<file path="config.mk">
export PLATFORM = sky130hd
export DESIGN_NAME = pipe_stall_ctrl
export DESIGN_NICKNAME = d
export VERILOG_FILES = /design/src/rtl/pipe_stall_ctrl_pkg.sv /design/src/rtl/pipe_stall_ctrl_lu_bubble_timer.sv /design/src/rtl/pipe_stall_ctrl.sv
export SDC_FILE = /design/constraint.sdc
export NUM_CORES = 1
export LEC_CHECK = 0
export ABC_AREA = 1
export CAP_MARGIN = 20
export CORE_MARGIN = 1.5
export CORE_UTILIZATION = 35
export DETAILED_ROUTE_END_ITERATION = 10
export MAX_ROUTING_LAYER = met4
export PLACE_DENSITY = 0.66
export REMOVE_ABC_BUFFERS = 1
export SYNTH_ARGS = -nofsm -noshare
export SYNTH_HDL_FRONTEND = slang
export SYNTH_HIERARCHICAL = 1
export SYNTH_SLANG_ARGS = --single-unit
</file>
<file path="constraint.sdc">
create_clock -name clk -period 1.7 [get_ports clk]
set_input_delay 0.34 -clock clk [delete_from_list [all_inputs] [get_ports clk]]
set_output_delay 0.34 -clock clk [all_outputs]
set_load 0.1 [all_outputs]
</file>
<file path="src/rtl/pipe_stall_ctrl_pkg.sv">
// Shared types and stall-bus patterns for the pipeline stall controller.
// The stall bus is [0]pc [1]if [2]id [3]ex [4]mem [5]wb, where 1 means hold.
package pipe_stall_ctrl_pkg;

   localparam int STALL_BUS = 6;

   typedef enum logic [1:0] {
      PC_RUN   = 2'd0,
      PC_LU    = 2'd1,
      PC_FPEND = 2'd2,
      PC_FLUSH = 2'd3
   } pc_state_t;

   localparam logic [STALL_BUS-1:0] STALL_NONE = 6'b000000;
   localparam logic [STALL_BUS-1:0] STALL_IF   = 6'b000011;
   localparam logic [STALL_BUS-1:0] STALL_ID   = 6'b000111;
   localparam logic [STALL_BUS-1:0] STALL_EX   = 6'b001111;
   localparam logic [STALL_BUS-1:0] STALL_MEM  = 6'b011111;

   // Deepest requesting stage wins; shallower requests are subsumed.
   function automatic logic [STALL_BUS-1:0] stall_pattern(input logic req_if, input logic req_id,
                                                          input logic req_ex, input logic req_mem);
      if (req_mem)     return STALL_MEM;
      else if (req_ex) return STALL_EX;
      else if (req_id) return STALL_ID;
      else if (req_if) return STALL_IF;
      else             return STALL_NONE;
   endfunction

endpackage

</file>
<file path="src/rtl/pipe_stall_ctrl_lu_bubble_timer.sv">
// Load-use bubble timer: 3-bit down-counter with load, freeze and clear.
// o_done pulses in the cycle the final bubble is consumed.
module lu_bubble_timer (
   input  logic       clk,
   input  logic       resetn,
   input  logic       i_load,
   input  logic [2:0] i_load_val,
   input  logic       i_freeze,
   input  logic       i_clear,
   output logic       o_busy,
   output logic       o_done
);

   logic [2:0] r_cnt;

   always_ff @(posedge clk or negedge resetn) begin
      if (!resetn) begin
         r_cnt <= 3'd0;
      end else if (i_clear) begin
         r_cnt <= 3'd0;
      end else if (i_load) begin
         r_cnt <= i_load_val;
      end else if (!i_freeze && r_cnt != 3'd0) begin
         r_cnt <= r_cnt - 3'd1;
      end
   end

   assign o_busy = (r_cnt != 3'd0);
   assign o_done = (r_cnt == 3'd1) && !i_freeze && !i_clear && !i_load;

endmodule

</file>
<file path="src/rtl/pipe_stall_ctrl.sv">
// Pipeline sequencer: merges stage stall requests and exception redirects into the stall bus,
// flush and new_pc. Optional perf counters are enabled with `PIPE_CTRL_PERF_EN.
module pipe_stall_ctrl
   import pipe_stall_ctrl_pkg::*;
#(
   parameter int LU_BUBBLES = 1,
   parameter int STALL_W    = STALL_BUS
) (
   input  logic               clk,
   input  logic               resetn,
   input  logic               stallreq_if,
   input  logic               stallreq_id,
   input  logic               stallreq_ex,
   input  logic               stallreq_mem,
   input  logic               excp_req,
   input  logic [31:0]        excp_target,
   output logic [STALL_W-1:0] stall,
   output logic               flush,
   output logic [31:0]        new_pc
`ifdef PIPE_CTRL_PERF_EN
   ,
   output logic [31:0]        stall_cycles,
   output logic [15:0]        flush_count
`endif
);

   localparam logic [2:0] LU_LOAD = 3'(LU_BUBBLES);

   pc_state_t              r_state;
   logic                   r_id_prev;
   logic                   r_lu_done;
   logic [31:0]            r_target;
   logic                   r_flush;
   logic [31:0]            r_new_pc;

   logic                   w_redirect;
   logic                   w_arm;
   logic                   w_deep;
   logic                   w_lu_busy;
   logic                   w_lu_done;
   logic [STALL_BUS-1:0]   w_stall;

   assign w_deep     = stallreq_ex | stallreq_mem;
   assign w_redirect = excp_req && (r_state == PC_RUN || r_state == PC_LU);
   // Only a fresh edge arms the timer, and never in the cycle right after a load-use stall.
   assign w_arm      = (r_state == PC_RUN) && stallreq_id && !r_id_prev && !r_lu_done;

   lu_bubble_timer u_lu_timer (
      .clk        (clk),
      .resetn     (resetn),
      .i_load     (w_arm),
      .i_load_val (LU_LOAD),
      .i_freeze   (w_deep),
      .i_clear    (w_redirect),
      .o_busy     (w_lu_busy),
      .o_done     (w_lu_done)
   );

   always_comb begin
      w_stall = STALL_NONE;
      case (r_state)
         PC_FLUSH: w_stall = STALL_NONE;
         PC_FPEND: w_stall = STALL_MEM;
         PC_LU:    w_stall = stall_pattern(stallreq_if, w_lu_busy, stallreq_ex, stallreq_mem);
         default:  w_stall = stall_pattern(stallreq_if, 1'b0, stallreq_ex, stallreq_mem);
      endcase
   end

   assign stall  = resetn ? STALL_W'(w_stall) : '0;
   assign flush  = r_flush;
   assign new_pc = r_new_pc;

   always_ff @(posedge clk or negedge resetn) begin
      if (!resetn) begin
         r_state   <= PC_RUN;
         r_id_prev <= 1'b0;
         r_lu_done <= 1'b0;
         r_target  <= 32'd0;
         r_flush   <= 1'b0;
         r_new_pc  <= 32'd0;
      end else begin
         r_id_prev <= stallreq_id;
         r_flush   <= 1'b0;
         r_new_pc  <= 32'd0;
         case (r_state)
            PC_RUN, PC_LU: begin
               r_lu_done <= 1'b0;
               if (excp_req) begin
                  r_target <= excp_target;
                  if (stallreq_mem) begin
                     r_state <= PC_FPEND;
                  end else begin
                     r_state  <= PC_FLUSH;
                     r_flush  <= 1'b1;
                     r_new_pc <= excp_target;
                  end
               end else if (r_state == PC_RUN) begin
                  if (w_arm) r_state <= PC_LU;
               end else if (w_lu_done) begin
                  r_state   <= PC_RUN;
                  r_lu_done <= 1'b1;
               end
            end
            PC_FPEND: begin
               if (!stallreq_mem) begin
                  r_state  <= PC_FLUSH;
                  r_flush  <= 1'b1;
                  r_new_pc <= r_target;
               end
            end
            PC_FLUSH: begin
               r_state   <= PC_RUN;
               r_lu_done <= 1'b0;
            end
            default: r_state <= PC_RUN;
         endcase
      end
   end

`ifdef PIPE_CTRL_PERF_EN
   logic [31:0] r_stall_cycles;
   logic [15:0] r_flush_count;

   always_ff @(posedge clk or negedge resetn) begin
      if (!resetn) begin
         r_stall_cycles <= 32'd0;
         r_flush_count  <= 16'd0;
      end else begin
         if (w_stall != STALL_NONE && r_stall_cycles != '1) r_stall_cycles <= r_stall_cycles + 32'd1;
         if (r_flush && r_flush_count != '1)               r_flush_count  <= r_flush_count + 16'd1;
      end
   end

   assign stall_cycles = r_stall_cycles;
   assign flush_count  = r_flush_count;
`else
`endif

endmodule

</file>
==> impl_metrics.json, run 1 <==
{
  "rsz0062_at_grt": "yes",
  "row_count": 33,
  "cts_buffer_depth": 2,
  "grt_usage_pct": 16.7,
  "portBuffers": 76,
  "cts_tree": "yes",
  "cts.root.buffer_cell": "clkbuf_8",
  "r2r_start": "r_state[0]",
  "final-max-slew-violation-count": 0,
  "final_common_cell": "nand2_1",
  "dp.final_hpwl_mm": 4.42,
  "post_synth_instance_area_sq_um": 3000,
  "clock.fmax_mhz": 510,
  "worstSetupEndpointType": "primary output",
  "finalHoldViolCount": 0,
  "synth.avg_cell_area_sq_um": 9.40,
  "power.density_nw_per_um2": 1910,
  "cap_violations": 0,
  "numCtsBuffers": 9,
  "ys_seq_area_share_pct": 60.1,
  "grt_max_degree": 73,
  "ff2ff_setup_slack_ns": 0.19,
  "gp_congestion": 0.858,
  "wire_per_inst_um": 13.1,
  "clkSlewWorstSetupHoldPaths_ns": 0.08,
  "io_pins": 78,
  "hold_buffers": 0,
  "hp-class": "in -> async",
  "ys_warn_count": 6,
  "layout_setup_ws_ns": -0.259,
  "drc": 0,
  "grt.overflow.total": 0,
  "hold_slack_ns": 0.242,
  "drive_gt1_share_pct": 24.2,
  "nNetsFinal": 454,
  "coreArea_sq_um": 8260,
  "final_cell_mix": "nand2_1 (80), dfrtp_1 (72), buf_12 (43), inv_1 (38), clkdlybuf4s50_1 (35)",
  "initial_core_util_pct": 36.3,
  "status": "finished, violations left",
  "n_fill_cell": 728,
  "fin_skew_ns": 0.00818,
  "num_antenna_cells": 0,
  "setup_viol": 4,
  "first_pass_iters": 4,
  "power.leakage_nw": 2.26,
  "violations": "setup timing",
  "netlist-cell-type-count": 26,
  "required_ns": 1.36,
  "arrival_ns": 1.62,
  "postRouteAntennaNets": 0,
  "grt_pass1_vias": 2361,
  "antenna_found_initial": 0,
  "crit_path_max_fanout": 3,
  "grt_pass1_wl_mm": 11.2,
  "vias": 2446,
  "clock_latency_ns": 0.35,
  "worstMarginPinSlew_ns": 0.892,
  "finalWirelength_mm": 6.82,
  "clock-sinks": 72,
  "syn_inst": 319,
  "h-tree-depth": 3,
  "timing.final.crit_share_pct": 115,
  "die_h_um": 95.6,
  "critPathKind": "reg -> out",
  "setup_tns_ns": -0.767,
  "crit_path_start_kind": "register",
  "dieArea_sq_um": 9130,
  "startpoint": "u_lu_timer/r_cnt[1]",
  "max-vdd-ir-drop_mv": 0.909,
  "synth_seq_cells": 72,
  "die_w_um": 95.6,
  "period_minus_slack_ns": 1.96,
  "area_growth_pct": 57.4,
  "viasPerCell": 4.69,
  "slew_headroom_pct": 40.6,
  "drtIter0Drc": 90
}
-- cells in the mapped netlist --
| library cell | instances | area share (%) |
|---|---|---|
| a21oi_1 | 4 | 0.67 |
| buf_2 | 6 | 1.0 |
| buf_4 | 5 | 1.3 |
| buf_6 | 3 | 1.1 |
| clkbuf_1 | 2 | 0.25 |
| clkbuf_2 | 1 | 0.17 |
| clkinv_1 | 1 | 0.13 |
| conb_1 | 2 | 0.25 |
| dfrtp_1 | 72 | 60 |
| ha_1 | 3 | 1.3 |
| inv_1 | 42 | 5.3 |
| inv_2 | 2 | 0.25 |
| nand2_1 | 81 | 10 |
| nand2_2 | 2 | 0.42 |
| nand2_4 | 2 | 0.75 |
| nand3_1 | 10 | 1.7 |
| nand3b_1 | 1 | 0.25 |
| nor2_1 | 7 | 0.88 |
| nor2_2 | 1 | 0.21 |
| nor2_4 | 1 | 0.38 |
| nor3_1 | 1 | 0.17 |
| o21ai_0 | 32 | 5.3 |
| o21ai_1 | 5 | 0.83 |
| o22ai_1 | 30 | 6.3 |
| o22ai_2 | 2 | 0.83 |
| or2_2 | 1 | 0.21 |
-- worst max-delay path, cell delays in order (launching register included) --
cell and delay [ns]:
dfrtp_1 0.37, inv_2 0.06, ha_4 0.16, ha_4 0.16, inv_4 0.07, a21oi_2 0.06, a21oi_4 0.19, buf_12 0.20
-- cell families after synthesis --
family | count (synthesis) | share of synthesized area (%)
AND/OR/NAND/NOR | 107 | 15.1
AO/OA/AOI/OAI | 73 | 13.9
other | 2 | 0.250
adder cells (fa/ha/maj) | 3 | 1.25
buffers and inverters | 62 | 9.43
flip-flops | 72 | 60.1
-- stage by stage --
step | worst slack, ns | cells | power [mW] | utilization, % | cell area [sq um]
6_report | -0.259 | 522 | 9.02 | 57.2 | 4720
5_1_grt | -0.314 | 522 | 9.52 | 57.2 | 4720
4_1_cts | -0.255 | 519 | 8.96 | 56.4 | 4660
3_5_place_dp | -0.275 | 502 | 7.15 | 52.7 | 4350
3_3_place_gp | -0.230 | 502 | 7.07 | 52.7 | 4350
2_1_floorplan | -2.42 | 304 | 5.32 | - | 2890
-- final timing paths --
path,end,depth (start not counted)
worst min register to register,r_target[13],2
worst max-delay path,stall[1],7
min in group clk,r_id_prev,1
worst min-delay path,new_pc[2],2
worst max register to register,u_lu_timer/r_cnt[0],9
max in group asynchronous,new_pc[5],2
-- layer usage --
layer / share of wire (%) / vias to the layer above / global-route usage [%]
met2: 52 / 77 / 26.5
li1: - / 1203 / -
met1: 42 / 1151 / 20.6
met5: 0 / - / -
met4: 1.6 / 0 / 7.35
met3: 4.9 / 15 / 3.35
-- where the power goes --
group / switching (mW) / leakage, nW / internal (mW)
Sequential: 0.405 / 0.927 / 2.35
Clock: 0.665 / 0.121 / 0.986
Combinational: 2.90 / 1.21 / 1.72
-- final cells by class --
cell class / instances / area (sq um) / share of cell area [%]
Clock buffer: 10 / 128 / 2.70
Timing Repair Buffer: 97 / 1360 / 28.9
Tap cell: 105 / 131 / 2.78
Multi-Input combinational cell: 187 / 1010 / 21.4
Sequential cell: 72 / 1800 / 38.2
Inverter: 45 / 173 / 3.66
Clock inverter: 6 / 116 / 2.46
-- registers in the layout, indices dropped and copies added, names as in the netlist --
name and count:
r_state 2, new_pc 32, r_lu_done 1, r_id_prev 1, r_target 32, flush 1, u_lu_timer/r_cnt 3
-- timing repair --
item                       CTS  global route
gates cloned                 0             0
resized for setup           16            11
pin swaps                    5             5
buffers inserted             1             3
setup endpoints to repair    5             5
Note: power is estimated with default switching activity, not from simulation.
==> run 2: changes to the inputs <==
- CTS_BUF_LIST: not set -> sky130_fd_sc_hd__clkbuf_8
- PLACE_DENSITY: 0.66 -> 0.69
==> impl_metrics.json, run 2 (synthesized netlist as in run 1, its figures left out) <==
{
  "ff2ff_setup_slack_ns": 0.10,
  "reg2regPathDepth": 12,
  "max-vdd-ir-drop_mv": 0.972,
  "worstMarginPinSlew_ns": 0.882,
  "required_ns": 1.36,
  "cap_violations": 0,
  "finalHoldViolCount": 0,
  "worstSetupEndpointType": "primary output",
  "crit_path_start_kind": "register",
  "gp_congestion": 0.826,
  "stdcell_count": 524,
  "initial_core_util_pct": 36.3,
  "rsz0062_at_grt": "yes",
  "clock_latency_ns": 0.34,
  "crit_path_max_fanout": 3,
  "fin_util_pct": 56.9,
  "coreArea_sq_um": 8260,
  "drive_gt1_share_pct": 24.8,
  "clkSlewWorstSetupHoldPaths_ns": 0.07,
  "power.density_nw_per_um2": 1880,
  "hp-class": "in -> async",
  "wire_per_inst_um": 13.3,
  "timing.final.crit_share_pct": 115,
  "endpoint": "stall[0]",
  "area_growth_pct": 56.7,
  "final-max-slew-violation-count": 0,
  "antenna_found_initial": 0,
  "drtIter0Drc": 79,
  "die_w_um": 95.6,
  "nNetsFinal": 456,
  "postRouteAntennaNets": 0,
  "startpoint": "u_lu_timer/r_cnt[0]",
  "placed_area_sq_um": 4330,
  "first_pass_iters": 5,
  "grt.overflow.total": 0,
  "cts_tree": "yes",
  "dp.final_hpwl_mm": 4.61,
  "final_common_cell": "nand2_1",
  "r2r_start": "u_lu_timer/r_cnt[0]",
  "hold_slack_ns": 0.248,
  "status": "finished, violations left",
  "finalWirelength_mm": 6.98,
  "grt_pass1_wl_mm": 11.7,
  "final_cell_mix": "nand2_1 (80), dfrtp_1 (72), buf_12 (42), inv_1 (38), clkdlybuf4s50_1 (35)",
  "clock-sinks": 72,
  "arrival_ns": 1.62,
  "period_minus_slack_ns": 1.96,
  "placed_cells": 501,
  "numCtsBuffers": 9,
  "fin_area_sq_um": 4700,
  "num_antenna_cells": 0,
  "die_h_um": 95.6,
  "vias": 2505,
  "critPathKind": "reg -> out",
  "dieArea_sq_um": 9130,
  "cts.root.buffer_cell": "clkbuf_8",
  "layout_setup_ws_ns": -0.261,
  "viasPerCell": 4.78,
  "grt_max_degree": 73,
  "power.leakage_nw": 2.23,
  "row_count": 33,
  "slew_headroom_pct": 41.2,
  "grt_pass1_vias": 2563,
  "cts_buffer_depth": 2,
  "io_pins": 78,
  "clock.fmax_mhz": 510,
  "fin_skew_ns": 0.00818,
  "regToRegEndpoint": "r_state[0]",
  "h-tree-depth": 3,
  "drc": 0,
  "setup_viol": 3,
  "grt_usage_pct": 17.3,
  "portBuffers": 76,
  "violations": "setup timing"
}
==> run 2: cell count changes in the layout (fill, tap and decap cells not counted), moves of 2 or more <==
cell and change:
a21oi_2 -2, a21oi_4 +2, buf_4 +2, bufinv_16 -2
clkbuf_8 +2, clkinv_4 -2, clkinvlp_4 +2, dlygate4sd2_1 +2
dlymetal6s2s_1 -2
==> run 2: how the worst min path moves through the flow <==
stage | startpoint | endpoint | slack (ns) | cells past startpoint
after floorplan | resetn | flush | 0.04 | 0
after global placement | r_target[9] | r_target[9] | 0.47 | 2
after detailed placement | r_target[6] | r_target[6] | 0.47 | 2
after CTS | resetn | u_lu_timer/r_cnt[0] | 0.28 | 2
after global routing | resetn | new_pc[11] | 0.32 | 2
final | resetn | flush | 0.25 | 2
==> run 2: where the power goes <==
part | internal, mW | leakage [nW] | switching (mW)
Combinational | 1.76 | 1.20 | 2.94
Sequential | 2.35 | 0.927 | 0.413
Clock | 0.753 | 0.101 | 0.634
==> run 2: worst max-delay path: stages (launching register included) <==
cell and delay [ns]:
dfrtp_1 0.37, inv_2 0.05, ha_4 0.16, ha_4 0.15
inv_4 0.07, a21oi_4 0.06, a21oi_4 0.21, buf_12 0.20
==> run 2: cell type report <==
class / count / area (sq um)
inverters: 45 / 171
well taps: 105 / 131
multi-input cells: 187 / 1030
clock buffers: 11 / 151
fillers: 694 / 3560
repair buffers: 99 / 1360
clock inverters: 5 / 55.1
flip-flops and latches: 72 / 1800
==> run 2: per-stage QoR <==
step / total power, mW / setup TNS [ns] / worst slack [ns]
2_1_floorplan: 5.32 / -7.70 / -2.42
3_3_place_gp: 7.03 / -4.17 / -0.233
3_5_place_dp: 7.15 / -5.29 / -0.291
4_1_cts: 8.79 / -0.631 / -0.229
5_1_grt: 9.35 / -0.981 / -0.325
6_report: 8.85 / -0.704 / -0.261
==> run 2: timing repair <==
item	in CTS	in global routing
buffers inserted	3	4
setup endpoints to repair	5	5
gates resized for setup	25	5
hold buffers	0	0
pin swaps	8	4
==> run 2: layer usage <==
layer | routed length, um | up-vias | global-route usage [%]
met1 | 2900 | 1223 | 20.6
li1 | - | 1207 | -
met3 | 284 | 5 | 3.35
met5 | 0 | - | -
met4 | 55 | 0 | 7.72
met2 | 3730 | 70 | 28.2
